`src/rtl/flit_rank_if.sv`:
```
// Flit ranking bus: four input flit channels and four ranked output slots.
`ifndef NUM_PORT
`define NUM_PORT 5
`endif
`ifndef PC_INDEX_WIDTH
`define PC_INDEX_WIDTH 3
`endif

interface flit_rank_if #(
  parameter int AGE_WIDTH = 8,
  parameter int ID_WIDTH  = 4
);
  logic                       vld_in_0, vld_in_1, vld_in_2, vld_in_3;
  logic [AGE_WIDTH-1:0]       age_in_0, age_in_1, age_in_2, age_in_3;
  logic [ID_WIDTH-1:0]        src_in_0, src_in_1, src_in_2, src_in_3;
  logic                       mc_in_0, mc_in_1, mc_in_2, mc_in_3;
  logic [`NUM_PORT-2:0]       ppv_in_0, ppv_in_1, ppv_in_2, ppv_in_3;
  logic                       mc_0, mc_1, mc_2, mc_3;
  logic [`NUM_PORT-2:0]       ppv_0, ppv_1, ppv_2, ppv_3;
  logic [1:0]                 perm_0, perm_1, perm_2, perm_3;
  logic                       vld_0, vld_1, vld_2, vld_3;
  logic [`PC_INDEX_WIDTH-1:0] numFlit_out;
  logic [ID_WIDTH-1:0]        golden_id;

  modport master (
    output vld_in_0, vld_in_1, vld_in_2, vld_in_3,
           age_in_0, age_in_1, age_in_2, age_in_3,
           src_in_0, src_in_1, src_in_2, src_in_3,
           mc_in_0, mc_in_1, mc_in_2, mc_in_3,
           ppv_in_0, ppv_in_1, ppv_in_2, ppv_in_3,
    input  mc_0, mc_1, mc_2, mc_3, ppv_0, ppv_1, ppv_2, ppv_3,
           perm_0, perm_1, perm_2, perm_3, vld_0, vld_1, vld_2, vld_3,
           numFlit_out, golden_id
  );

  modport slave (
    input  vld_in_0, vld_in_1, vld_in_2, vld_in_3,
           age_in_0, age_in_1, age_in_2, age_in_3,
           src_in_0, src_in_1, src_in_2, src_in_3,
           mc_in_0, mc_in_1, mc_in_2, mc_in_3,
           ppv_in_0, ppv_in_1, ppv_in_2, ppv_in_3,
    output mc_0, mc_1, mc_2, mc_3, ppv_0, ppv_1, ppv_2, ppv_3,
           perm_0, perm_1, perm_2, perm_3, vld_0, vld_1, vld_2, vld_3,
           numFlit_out, golden_id
  );
endinterface

```
`src/rtl/flit_rank.sv`:
```
// Ranks four flits by {valid, golden, age} with lower index breaking ties; outputs registered.
// Optional macro GOLDEN_EN builds the epoch counter and the golden-source priority term.
`ifndef NUM_PORT
`define NUM_PORT 5
`endif
`ifndef PC_INDEX_WIDTH
`define PC_INDEX_WIDTH 3
`endif

module flit_rank #(
  parameter int AGE_WIDTH = 8,
  parameter int ID_WIDTH  = 4,
  parameter int EPOCH_LEN = 256
) (
  input  logic       clk,
  input  logic       reset_n,
  flit_rank_if.slave bus
);
  localparam int PPV_W = `NUM_PORT - 1;
  localparam int PCW   = `PC_INDEX_WIDTH;
  localparam int KEY_W = AGE_WIDTH + 2;

  logic [3:0]           vld_in, mc_in, golden_hit;
  logic [AGE_WIDTH-1:0] age_in [4];
  logic [ID_WIDTH-1:0]  src_in [4];
  logic [PPV_W-1:0]     ppv_in [4];
  logic [KEY_W-1:0]     key [4];
  logic [1:0]           rank [4];
  logic [ID_WIDTH-1:0]  golden_cur;

  logic [3:0]       vld_d, vld_q, mc_d, mc_q;
  logic [1:0]       perm_d [4];
  logic [1:0]       perm_q [4];
  logic [PPV_W-1:0] ppv_d [4];
  logic [PPV_W-1:0] ppv_q [4];
  logic [PCW-1:0]   num_d, num_q;

  assign vld_in = {bus.vld_in_3, bus.vld_in_2, bus.vld_in_1, bus.vld_in_0};
  assign mc_in  = {bus.mc_in_3, bus.mc_in_2, bus.mc_in_1, bus.mc_in_0};
  assign age_in[0] = bus.age_in_0;
  assign age_in[1] = bus.age_in_1;
  assign age_in[2] = bus.age_in_2;
  assign age_in[3] = bus.age_in_3;
  assign src_in[0] = bus.src_in_0;
  assign src_in[1] = bus.src_in_1;
  assign src_in[2] = bus.src_in_2;
  assign src_in[3] = bus.src_in_3;
  assign ppv_in[0] = bus.ppv_in_0;
  assign ppv_in[1] = bus.ppv_in_1;
  assign ppv_in[2] = bus.ppv_in_2;
  assign ppv_in[3] = bus.ppv_in_3;

`ifdef GOLDEN_EN
  localparam int EPOCH_W = $clog2(EPOCH_LEN);
  logic [EPOCH_W-1:0]  epoch_d, epoch_q;
  logic [ID_WIDTH-1:0] golden_d, golden_q;

  // golden_id advances on the cycle the epoch counter wraps back to 0
  always_comb begin
    epoch_d  = epoch_q + 1'b1;
    golden_d = golden_q;
    if (epoch_q == EPOCH_W'(EPOCH_LEN - 1)) begin
      epoch_d  = '0;
      golden_d = golden_q + 1'b1;
    end
  end

  always_ff @(posedge clk) begin
    if (!reset_n) begin
      epoch_q  <= '0;
      golden_q <= '0;
    end else begin
      epoch_q  <= epoch_d;
      golden_q <= golden_d;
    end
  end

  assign golden_cur = golden_q;

  always_comb begin
    golden_hit = '0;
    for (int k = 0; k < 4; k++) golden_hit[k] = (src_in[k] == golden_q);
  end
`else
  logic [4*ID_WIDTH-1:0] unused_src;
  assign unused_src = {src_in[3], src_in[2], src_in[1], src_in[0]};
  assign golden_cur = '0;
  assign golden_hit = '0;
`endif

  // Invalid channels collapse to key 0 so their payload cannot influence ordering
  always_comb begin
    for (int k = 0; k < 4; k++)
      key[k] = vld_in[k] ? {1'b1, golden_hit[k], age_in[k]} : '0;
  end

  always_comb begin
    for (int k = 0; k < 4; k++) begin
      rank[k] = '0;
      for (int j = 0; j < 4; j++) begin
        if (j != k && (key[j] > key[k] || (key[j] == key[k] && j < k)))
          rank[k] = rank[k] + 2'd1;
      end
    end
  end

  always_comb begin
    for (int r = 0; r < 4; r++) begin
      perm_d[r] = 2'(r);
      for (int k = 0; k < 4; k++)
        if (rank[k] == 2'(r)) perm_d[r] = 2'(k);
    end
    for (int r = 0; r < 4; r++) begin
      vld_d[r] = vld_in[perm_d[r]];
      mc_d[r]  = vld_in[perm_d[r]] & mc_in[perm_d[r]];
      ppv_d[r] = vld_in[perm_d[r]] ? ppv_in[perm_d[r]] : '0;
    end
    num_d = PCW'({2'b00, vld_in[0]} + {2'b00, vld_in[1]} +
                 {2'b00, vld_in[2]} + {2'b00, vld_in[3]});
  end

  always_ff @(posedge clk) begin
    if (!reset_n) begin
      vld_q <= '0;
      mc_q  <= '0;
      num_q <= '0;
      for (int r = 0; r < 4; r++) begin
        perm_q[r] <= 2'(r);
        ppv_q[r]  <= '0;
      end
    end else begin
      vld_q <= vld_d;
      mc_q  <= mc_d;
      num_q <= num_d;
      for (int r = 0; r < 4; r++) begin
        perm_q[r] <= perm_d[r];
        ppv_q[r]  <= ppv_d[r];
      end
    end
  end

  assign bus.vld_0 = vld_q[0];
  assign bus.vld_1 = vld_q[1];
  assign bus.vld_2 = vld_q[2];
  assign bus.vld_3 = vld_q[3];
  assign bus.mc_0  = mc_q[0];
  assign bus.mc_1  = mc_q[1];
  assign bus.mc_2  = mc_q[2];
  assign bus.mc_3  = mc_q[3];
  assign bus.ppv_0 = ppv_q[0];
  assign bus.ppv_1 = ppv_q[1];
  assign bus.ppv_2 = ppv_q[2];
  assign bus.ppv_3 = ppv_q[3];
  assign bus.perm_0 = perm_q[0];
  assign bus.perm_1 = perm_q[1];
  assign bus.perm_2 = perm_q[2];
  assign bus.perm_3 = perm_q[3];
  assign bus.numFlit_out = num_q;
  assign bus.golden_id   = golden_cur;
endmodule

```
`src/flat_wrapper.sv`:
```
// flat-port wrapper written by rule: the top's interface ports become plain ports
module flit_rank_flat 
#(
  parameter int AGE_WIDTH = 8,
  parameter int ID_WIDTH  = 4,
  parameter int EPOCH_LEN = 256
)
  (clk, reset_n, bus_vld_in_0, bus_vld_in_1, bus_vld_in_2, bus_vld_in_3, bus_age_in_0, bus_age_in_1, bus_age_in_2, bus_age_in_3, bus_src_in_0, bus_src_in_1, bus_src_in_2, bus_src_in_3, bus_mc_in_0, bus_mc_in_1, bus_mc_in_2, bus_mc_in_3, bus_ppv_in_0, bus_ppv_in_1, bus_ppv_in_2, bus_ppv_in_3, bus_mc_0, bus_mc_1, bus_mc_2, bus_mc_3, bus_ppv_0, bus_ppv_1, bus_ppv_2, bus_ppv_3, bus_perm_0, bus_perm_1, bus_perm_2, bus_perm_3, bus_vld_0, bus_vld_1, bus_vld_2, bus_vld_3, bus_numFlit_out, bus_golden_id);
  flit_rank_if #(.AGE_WIDTH(AGE_WIDTH), .ID_WIDTH(ID_WIDTH)) bus_i ();
  input  logic clk;
  input  logic reset_n;
  input wire logic [$bits(bus_i.vld_in_0)-1:0] bus_vld_in_0;
  input wire logic [$bits(bus_i.vld_in_1)-1:0] bus_vld_in_1;
  input wire logic [$bits(bus_i.vld_in_2)-1:0] bus_vld_in_2;
  input wire logic [$bits(bus_i.vld_in_3)-1:0] bus_vld_in_3;
  input wire logic [$bits(bus_i.age_in_0)-1:0] bus_age_in_0;
  input wire logic [$bits(bus_i.age_in_1)-1:0] bus_age_in_1;
  input wire logic [$bits(bus_i.age_in_2)-1:0] bus_age_in_2;
  input wire logic [$bits(bus_i.age_in_3)-1:0] bus_age_in_3;
  input wire logic [$bits(bus_i.src_in_0)-1:0] bus_src_in_0;
  input wire logic [$bits(bus_i.src_in_1)-1:0] bus_src_in_1;
  input wire logic [$bits(bus_i.src_in_2)-1:0] bus_src_in_2;
  input wire logic [$bits(bus_i.src_in_3)-1:0] bus_src_in_3;
  input wire logic [$bits(bus_i.mc_in_0)-1:0] bus_mc_in_0;
  input wire logic [$bits(bus_i.mc_in_1)-1:0] bus_mc_in_1;
  input wire logic [$bits(bus_i.mc_in_2)-1:0] bus_mc_in_2;
  input wire logic [$bits(bus_i.mc_in_3)-1:0] bus_mc_in_3;
  input wire logic [$bits(bus_i.ppv_in_0)-1:0] bus_ppv_in_0;
  input wire logic [$bits(bus_i.ppv_in_1)-1:0] bus_ppv_in_1;
  input wire logic [$bits(bus_i.ppv_in_2)-1:0] bus_ppv_in_2;
  input wire logic [$bits(bus_i.ppv_in_3)-1:0] bus_ppv_in_3;
  output wire logic [$bits(bus_i.mc_0)-1:0] bus_mc_0;
  output wire logic [$bits(bus_i.mc_1)-1:0] bus_mc_1;
  output wire logic [$bits(bus_i.mc_2)-1:0] bus_mc_2;
  output wire logic [$bits(bus_i.mc_3)-1:0] bus_mc_3;
  output wire logic [$bits(bus_i.ppv_0)-1:0] bus_ppv_0;
  output wire logic [$bits(bus_i.ppv_1)-1:0] bus_ppv_1;
  output wire logic [$bits(bus_i.ppv_2)-1:0] bus_ppv_2;
  output wire logic [$bits(bus_i.ppv_3)-1:0] bus_ppv_3;
  output wire logic [$bits(bus_i.perm_0)-1:0] bus_perm_0;
  output wire logic [$bits(bus_i.perm_1)-1:0] bus_perm_1;
  output wire logic [$bits(bus_i.perm_2)-1:0] bus_perm_2;
  output wire logic [$bits(bus_i.perm_3)-1:0] bus_perm_3;
  output wire logic [$bits(bus_i.vld_0)-1:0] bus_vld_0;
  output wire logic [$bits(bus_i.vld_1)-1:0] bus_vld_1;
  output wire logic [$bits(bus_i.vld_2)-1:0] bus_vld_2;
  output wire logic [$bits(bus_i.vld_3)-1:0] bus_vld_3;
  output wire logic [$bits(bus_i.numFlit_out)-1:0] bus_numFlit_out;
  output wire logic [$bits(bus_i.golden_id)-1:0] bus_golden_id;
  assign bus_i.vld_in_0 = bus_vld_in_0;
  assign bus_i.vld_in_1 = bus_vld_in_1;
  assign bus_i.vld_in_2 = bus_vld_in_2;
  assign bus_i.vld_in_3 = bus_vld_in_3;
  assign bus_i.age_in_0 = bus_age_in_0;
  assign bus_i.age_in_1 = bus_age_in_1;
  assign bus_i.age_in_2 = bus_age_in_2;
  assign bus_i.age_in_3 = bus_age_in_3;
  assign bus_i.src_in_0 = bus_src_in_0;
  assign bus_i.src_in_1 = bus_src_in_1;
  assign bus_i.src_in_2 = bus_src_in_2;
  assign bus_i.src_in_3 = bus_src_in_3;
  assign bus_i.mc_in_0 = bus_mc_in_0;
  assign bus_i.mc_in_1 = bus_mc_in_1;
  assign bus_i.mc_in_2 = bus_mc_in_2;
  assign bus_i.mc_in_3 = bus_mc_in_3;
  assign bus_i.ppv_in_0 = bus_ppv_in_0;
  assign bus_i.ppv_in_1 = bus_ppv_in_1;
  assign bus_i.ppv_in_2 = bus_ppv_in_2;
  assign bus_i.ppv_in_3 = bus_ppv_in_3;
  assign bus_mc_0 = bus_i.mc_0;
  assign bus_mc_1 = bus_i.mc_1;
  assign bus_mc_2 = bus_i.mc_2;
  assign bus_mc_3 = bus_i.mc_3;
  assign bus_ppv_0 = bus_i.ppv_0;
  assign bus_ppv_1 = bus_i.ppv_1;
  assign bus_ppv_2 = bus_i.ppv_2;
  assign bus_ppv_3 = bus_i.ppv_3;
  assign bus_perm_0 = bus_i.perm_0;
  assign bus_perm_1 = bus_i.perm_1;
  assign bus_perm_2 = bus_i.perm_2;
  assign bus_perm_3 = bus_i.perm_3;
  assign bus_vld_0 = bus_i.vld_0;
  assign bus_vld_1 = bus_i.vld_1;
  assign bus_vld_2 = bus_i.vld_2;
  assign bus_vld_3 = bus_i.vld_3;
  assign bus_numFlit_out = bus_i.numFlit_out;
  assign bus_golden_id = bus_i.golden_id;
  flit_rank #(.AGE_WIDTH(AGE_WIDTH), .ID_WIDTH(ID_WIDTH), .EPOCH_LEN(EPOCH_LEN)) u_core (.clk(clk), .reset_n(reset_n), .bus(bus_i));
endmodule
```
`config.mk`:
```
export PLATFORM = sky130hd
export DESIGN_NAME = flit_rank_flat
export DESIGN_NICKNAME = d
export VERILOG_FILES = /design/src/rtl/flit_rank_if.sv /design/src/rtl/flit_rank.sv /design/src/flat_wrapper.sv
export SDC_FILE = /design/constraint.sdc
export NUM_CORES = 1
export LEC_CHECK = 0
export CAP_MARGIN = 20
export CORE_MARGIN = 8
export CORE_UTILIZATION = 38
export CTS_BUF_LIST = sky130_fd_sc_hd__clkbuf_4
export DETAILED_ROUTE_END_ITERATION = 8
export PLACE_DENSITY = 0.69
export RECOVER_POWER = 100
export SLEW_MARGIN = 40
export SYNTH_ARGS = -nofsm -noshare
export SYNTH_HDL_FRONTEND = slang
export SYNTH_SLANG_ARGS = --single-unit
```
`constraint.sdc`:
```
create_clock -name clk -period 5.6 [get_ports clk]
set_clock_uncertainty 0.05 [all_clocks]
set_input_delay 1.68 -clock clk [delete_from_list [all_inputs] [get_ports clk]]
set_output_delay 1.68 -clock clk [all_outputs]
set_load 0.02 [all_outputs]
```
; Word level (Yosys, flattened, before mapping)
; Memory sizes are Yosys's and may differ from the RTL's.
; Index checks and enable logic that the tools add are counted.
[word_totals]
register_bits = 11
ram_bits = 24
wordCells = 152
mem_count = 2
[classes]
addsub = 11
magnitude_cmp = 20
eq_ne = 18
muxes = 73
bitwise_logic = 16
n_reduce_logical = 9
[memory_table]
columns = name, words, width, rd, rd_ports_with_merged_regs, write_ports, line
row1 = u_core.ppv_q, 4, 4, 4, 0, 4, flit_rank.sv:35  ; logic [PPV_W-1:0] ppv_q [4];
row2 = u_core.perm_q, 4, 2, 4, 0, 4, flit_rank.sv:33  ; logic [1:0] perm_q [4];
[ops]
columns = op, count
row1 = 10-bit > comparator, 12
row2 = 4-bit two-way mux, 16
row3 = 10-bit equality test, 6
row4 = 2-bit two-way mux, 24
row5 = 10-bit two-way mux, 4
row6 = 4-bit binary-select mux with 2-bit select, 4
row7 = 1-bit two-way mux, 17
row8 = 1-bit binary-select mux with 2-bit select, 8
row9 = "2-bit equality test, second input constant", 8
row10 = "3-bit >= comparator, second input constant", 4
row11 = "2-bit by 3-bit < comparator with 1-bit output, second input constant", 4
row12 = 2-bit inverter with 3-bit output, 4
row13 = "1-bit by 1-bit adder with 2-bit output, second input constant", 4
row14 = "2-bit by 1-bit adder with 2-bit output, second input constant", 4
row15 = "2-bit by 1-bit equality test with 1-bit output, second input constant", 4
row16 = 1-bit OR, 8
row17 = 3-bit by 1-bit adder with 3-bit output, 2
row18 = 2-bit logical NOT, 3
row19 = 1-bit logical OR, 6
row20 = 1-bit AND, 4
row21 = 1-bit by 1-bit adder with 2-bit output, 1

; Logic depth before layout (Yosys ltp)
[depth]
depth_word = 18
depth_mapped = 20

; Least setup slack after synthesis
; Ideal clock, no wire load.
[synth_timing]
kind = input-to-reg
from = input port bus_vld_in_0
to = memory u_core.ppv_q[2][0] in the netlist's numbering
t_arrival_ns = 5.442
slack_ns = -0.007
path_stages = 18
path_buffers = 3
path_cell_list = clkbuf_1 -> clkbuf_1 -> and2_1 -> inv_1 -> ha_1 -> a2111oi_0 -> a21oi_1 -> a31oi_1 -> or2_2 -> clkbuf_1 -> inv_1 -> ha_1 -> inv_1 -> nor3_1 -> a41oi_1 -> a21oi_2 -> mux4_2 -> and2_1
[synth_lines]
columns = item, line
row1 = start: declaration, flat_wrapper.sv:12  ; input wire logic [$bits(bus_i.vld_in_0)-1:0] bus_vld_in_0;
row2 = end: declaration, flit_rank.sv:35

==> flow_metrics.py <==
metrics = {
    "run_status": {
        "outcome": "finished, final reports clean",
    },
    "timing": {
        "worstMarginPinSlew_ns": 0.5911,
        "finalMaxSlewViolations": 0,
        "rsz0062_at_grt": "false",
        "setup_viol": 0,
        "timing.final.crit_share_pct": 97.02,
        "min_period_ns": 5.433,
        "hold_viol_final": 0,
        "fmax_mhz": 184.1,
        "tns_ns": 0,
        "relSlewSlack_pct": 60.07,
    },
    "routing": {
        "wl_um": 12060,
        "antenna_left": 0,
        "drtIter0Drc": 275,
        "dr.pass1.iters": 5,
        "wl_per_cell_um": 15.62,
        "drt-vias-per-instance": 5.249,
        "drc_errors": 0,
        "routed-via-count": 4052,
    },
    "power": {
        "p_clk_share_pct": 9.9,
        "p_int_mw": 0.8133,
        "ir_worst_vdd_v": 0.0001134,
        "combPwrFrac_pct": 66.7,
        "p_leak_nw": 2.635,
        "pwr-share-seq_pct": 23.4,
        "total_power_mw": 1.392,
        "switching_share_pct": 41.58,
        "p_sw_mw": 0.5789,
        "power.density_nw_per_um2": 256.2,
    },
    "hold_path": {
        "min_from": "bus_ppv_in_3[1]",
        "whs_endpoint": "u_core.ppv_q[0][1]",
        "hold_depth": 3,
        "hold_class": "input pin to flop",
    },
    "global_route": {
        "grt_use_met2_pct": 31.47,
        "top_usage_layer": "met2",
        "grt_pass1_vias": 4111,
        "use_met1_pct": 23.48,
        "antenna_found_initial": 0,
        "grt_use_met3_pct": 3.270,
        "grt_max_degree": 13,
        "grt_pass1_wl_um": 19640,
        "grt_use_total_pct": 18.48,
        "grt-ovfl-total": 0,
    },
    "clock_network": {
        "htreeDepth": 2,
        "clockRootBuffer": "clkbuf_4",
        "clk_pin_slew_ns": 0.11,
        "cts_tree": "done",
        "clockBufferDepth": 2,
        "cts-buffers-inserted": 5,
        "clock_sinks": 35,
        "post_cts_buffers": 0,
    },
    "job": {
        "cap_violations": 0,
    },
    "setup_path": {
        "arrival_ns": 5.62,
        "max_stage_delay_ns": 0.49,
        "cpMaxStageDelayCell": "clkdlybuf4s50_1",
        "cp.required_ns": 5.79,
        "end_kind": "flop",
        "critPathKind": "input pin to flop",
        "path_cells": "clkdlybuf4s50_1, buf_4, and2_1, inv_1, ha_1, a2111oi_0, a21oi_1, a31oi_1, or2_2, inv_1, ha_1, inv_1, nor3_1, a41oi_1, a21oi_2, buf_4, mux4_2, and2_1",
        "cp_common_cell": "inv_1",
        "path_max_fanout": 7,
        "cp-start-kind": "input pin",
    },
    "yosys": {
        "synth_top_area_share_pct": 19.16,
        "yosys.cell_types.count": 68,
        "ys.warnings.count": 0,
        "avgSynthCellArea_um2": 7.931,
        "syn_area_um2": 3656,
        "synth_cells": 461,
        "ys.flop_type": "dfxtp_1",
        "ys_ff_latch": 35,
        "yosys.area.top_type": "dfxtp_1",
        "synth.top_cells.by_count": "ha_1, nand2_1, inv_1",
        "ys_async_sr_fraction_pct": 0,
        "yosys-top-cells-area": "dfxtp_1, ha_1, nand2_1, inv_1, a21oi_1",
        "seq_area_frac_synth_pct": 19.16,
        "synth_edf_count": 0,
    },
    "layout": {
        "fin_nets": 768,
        "drive_gt1_share_pct": 20.81,
        "multi_input_area_um2": 2688,
        "n_fill_cell": 887,
        "postLayoutCoreUtil_pct": 56.91,
        "n_antenna_cell": 0,
        "seq_area_um2": 700.7,
        "synthToLayoutAreaGrowth_pct": 48.63,
    },
    "die": {
        "start_util_pct": 38.29,
        "die_y_um": 114.1,
        "rows": 36,
        "die_w_um": 114.1,
        "io_pins": 113,
        "die-area_um2": 13020,
        "core_area_um2": 9549,
    },
    "place": {
        "dpl.hpwl_um": 10480,
        "portBuffers": 92,
        "gp_congestion": 0.9545,
    },
}
==> power groups by stage <==
stage | registers [mW] | clock network (mW) | logic [mW]
after floorplan | 0.415 | 0 | 0.442
after global placement | 0.333 | 0 | 0.931
after detailed placement | 0.336 | 0 | 0.950
after CTS | 0.330 | 0.141 | 0.955
after global routing | 0.330 | 0.154 | 1.01
final | 0.326 | 0.138 | 0.929
==> logic make-up (layout without fill, tap and decap cells) <==
logic type | count (synthesis) | after routing | synth area share (%)
other | 1 | 4 | 0.1026
multiplexers | 15 | 15 | 5.852
AO/OA/AOI/OAI | 122 | 122 | 25.15
flip-flops | 35 | 35 | 19.16
buffers and inverters | 71 | 246 | 8.248
XOR/XNOR | 3 | 3 | 0.7188
adder cells (fa/ha/maj) | 56 | 56 | 19.37
AND/OR/NAND/NOR | 158 | 158 | 21.39
==> final cells by class <==
class	count	share of cell area [%]
inverter	50	3.454
clock inverter	2	0.2303
sequential	35	12.89
multi-input combinational	358	49.46
timing repair buffer	188	30.07
clock buffer	6	0.8289
tap	133	3.062
==> critical path, delay by kind of cell <==
family                   cells  cell delay, ns
adder cells (fa/ha/maj)      2            0.48
AO/OA/AOI/OAI                5            1.37
multiplexers                 1            0.41
AND/OR/NAND/NOR              4            0.60
buffers and inverters        6            1.06
==> layer usage <==
layer	routed length [µm]	part of all wire, %	up-vias
li1	-	-	2040
met1	5418	45	1866
met2	5796	48	134
met3	725	6.0	12
met4	121	1.0	0
met5	0	0	-
==> layout by cell type, fill, tap and decap left out, types with 14 or more instances in the layout <==
cell type,instances
inv_1,49
ha_1,55
clkdlybuf4s50_1,56
dlygate4sd3_1,35
nor2_1,27
nand2_1,55
nand3_1,18
dfxtp_1,35
a21oi_1,27
buf_4,90
and2_1,14
==> stage by stage <==
step                instance area (µm²)  setup WS, ns  instances  hold slack (ns)
CTS                                5419       0.05925        772            1.935
detailed placement                 5361       -0.2982        764            2.319
floorplan                          3669       0.06740        464            1.766
global route                       5434       0.01828        772            1.943
global placement                   5361       -0.1538        764            2.328
finish                             5434        0.1671        772            1.960
==> sequential cells by signal, indices dropped and copies added, names as in the netlist <==
signal                  count
u_core.bus.numFlit_out      3
u_core.mc_q                 4
u_core.perm_q               8
u_core.ppv_q               16
u_core.vld_q                4
==> worst max-delay path by stage <==
stage	from	endpoint	slack [ns]	cells after the start
after detailed placement	bus_vld_in_1	u_core.ppv_q[3][1]	-0.30	14
final	bus_vld_in_0	u_core.ppv_q[2][3]	0.17	18
after floorplan	bus_vld_in_0	u_core.ppv_q[2][0]	0.07	18
after global routing	bus_vld_in_0	u_core.ppv_q[1][0]	0.02	18
after CTS	bus_vld_in_1	u_core.ppv_q[3][1]	0.06	14
after global placement	bus_vld_in_1	u_core.ppv_q[3][2]	-0.15	14
==> repair_timing <==
action                     4_1_cts  5_1_grt
setup endpoints to repair        0       12
hold buffers                     0        0
gates resized for setup          0       10
No activity file was read; power rests on OpenSTA's default activity.
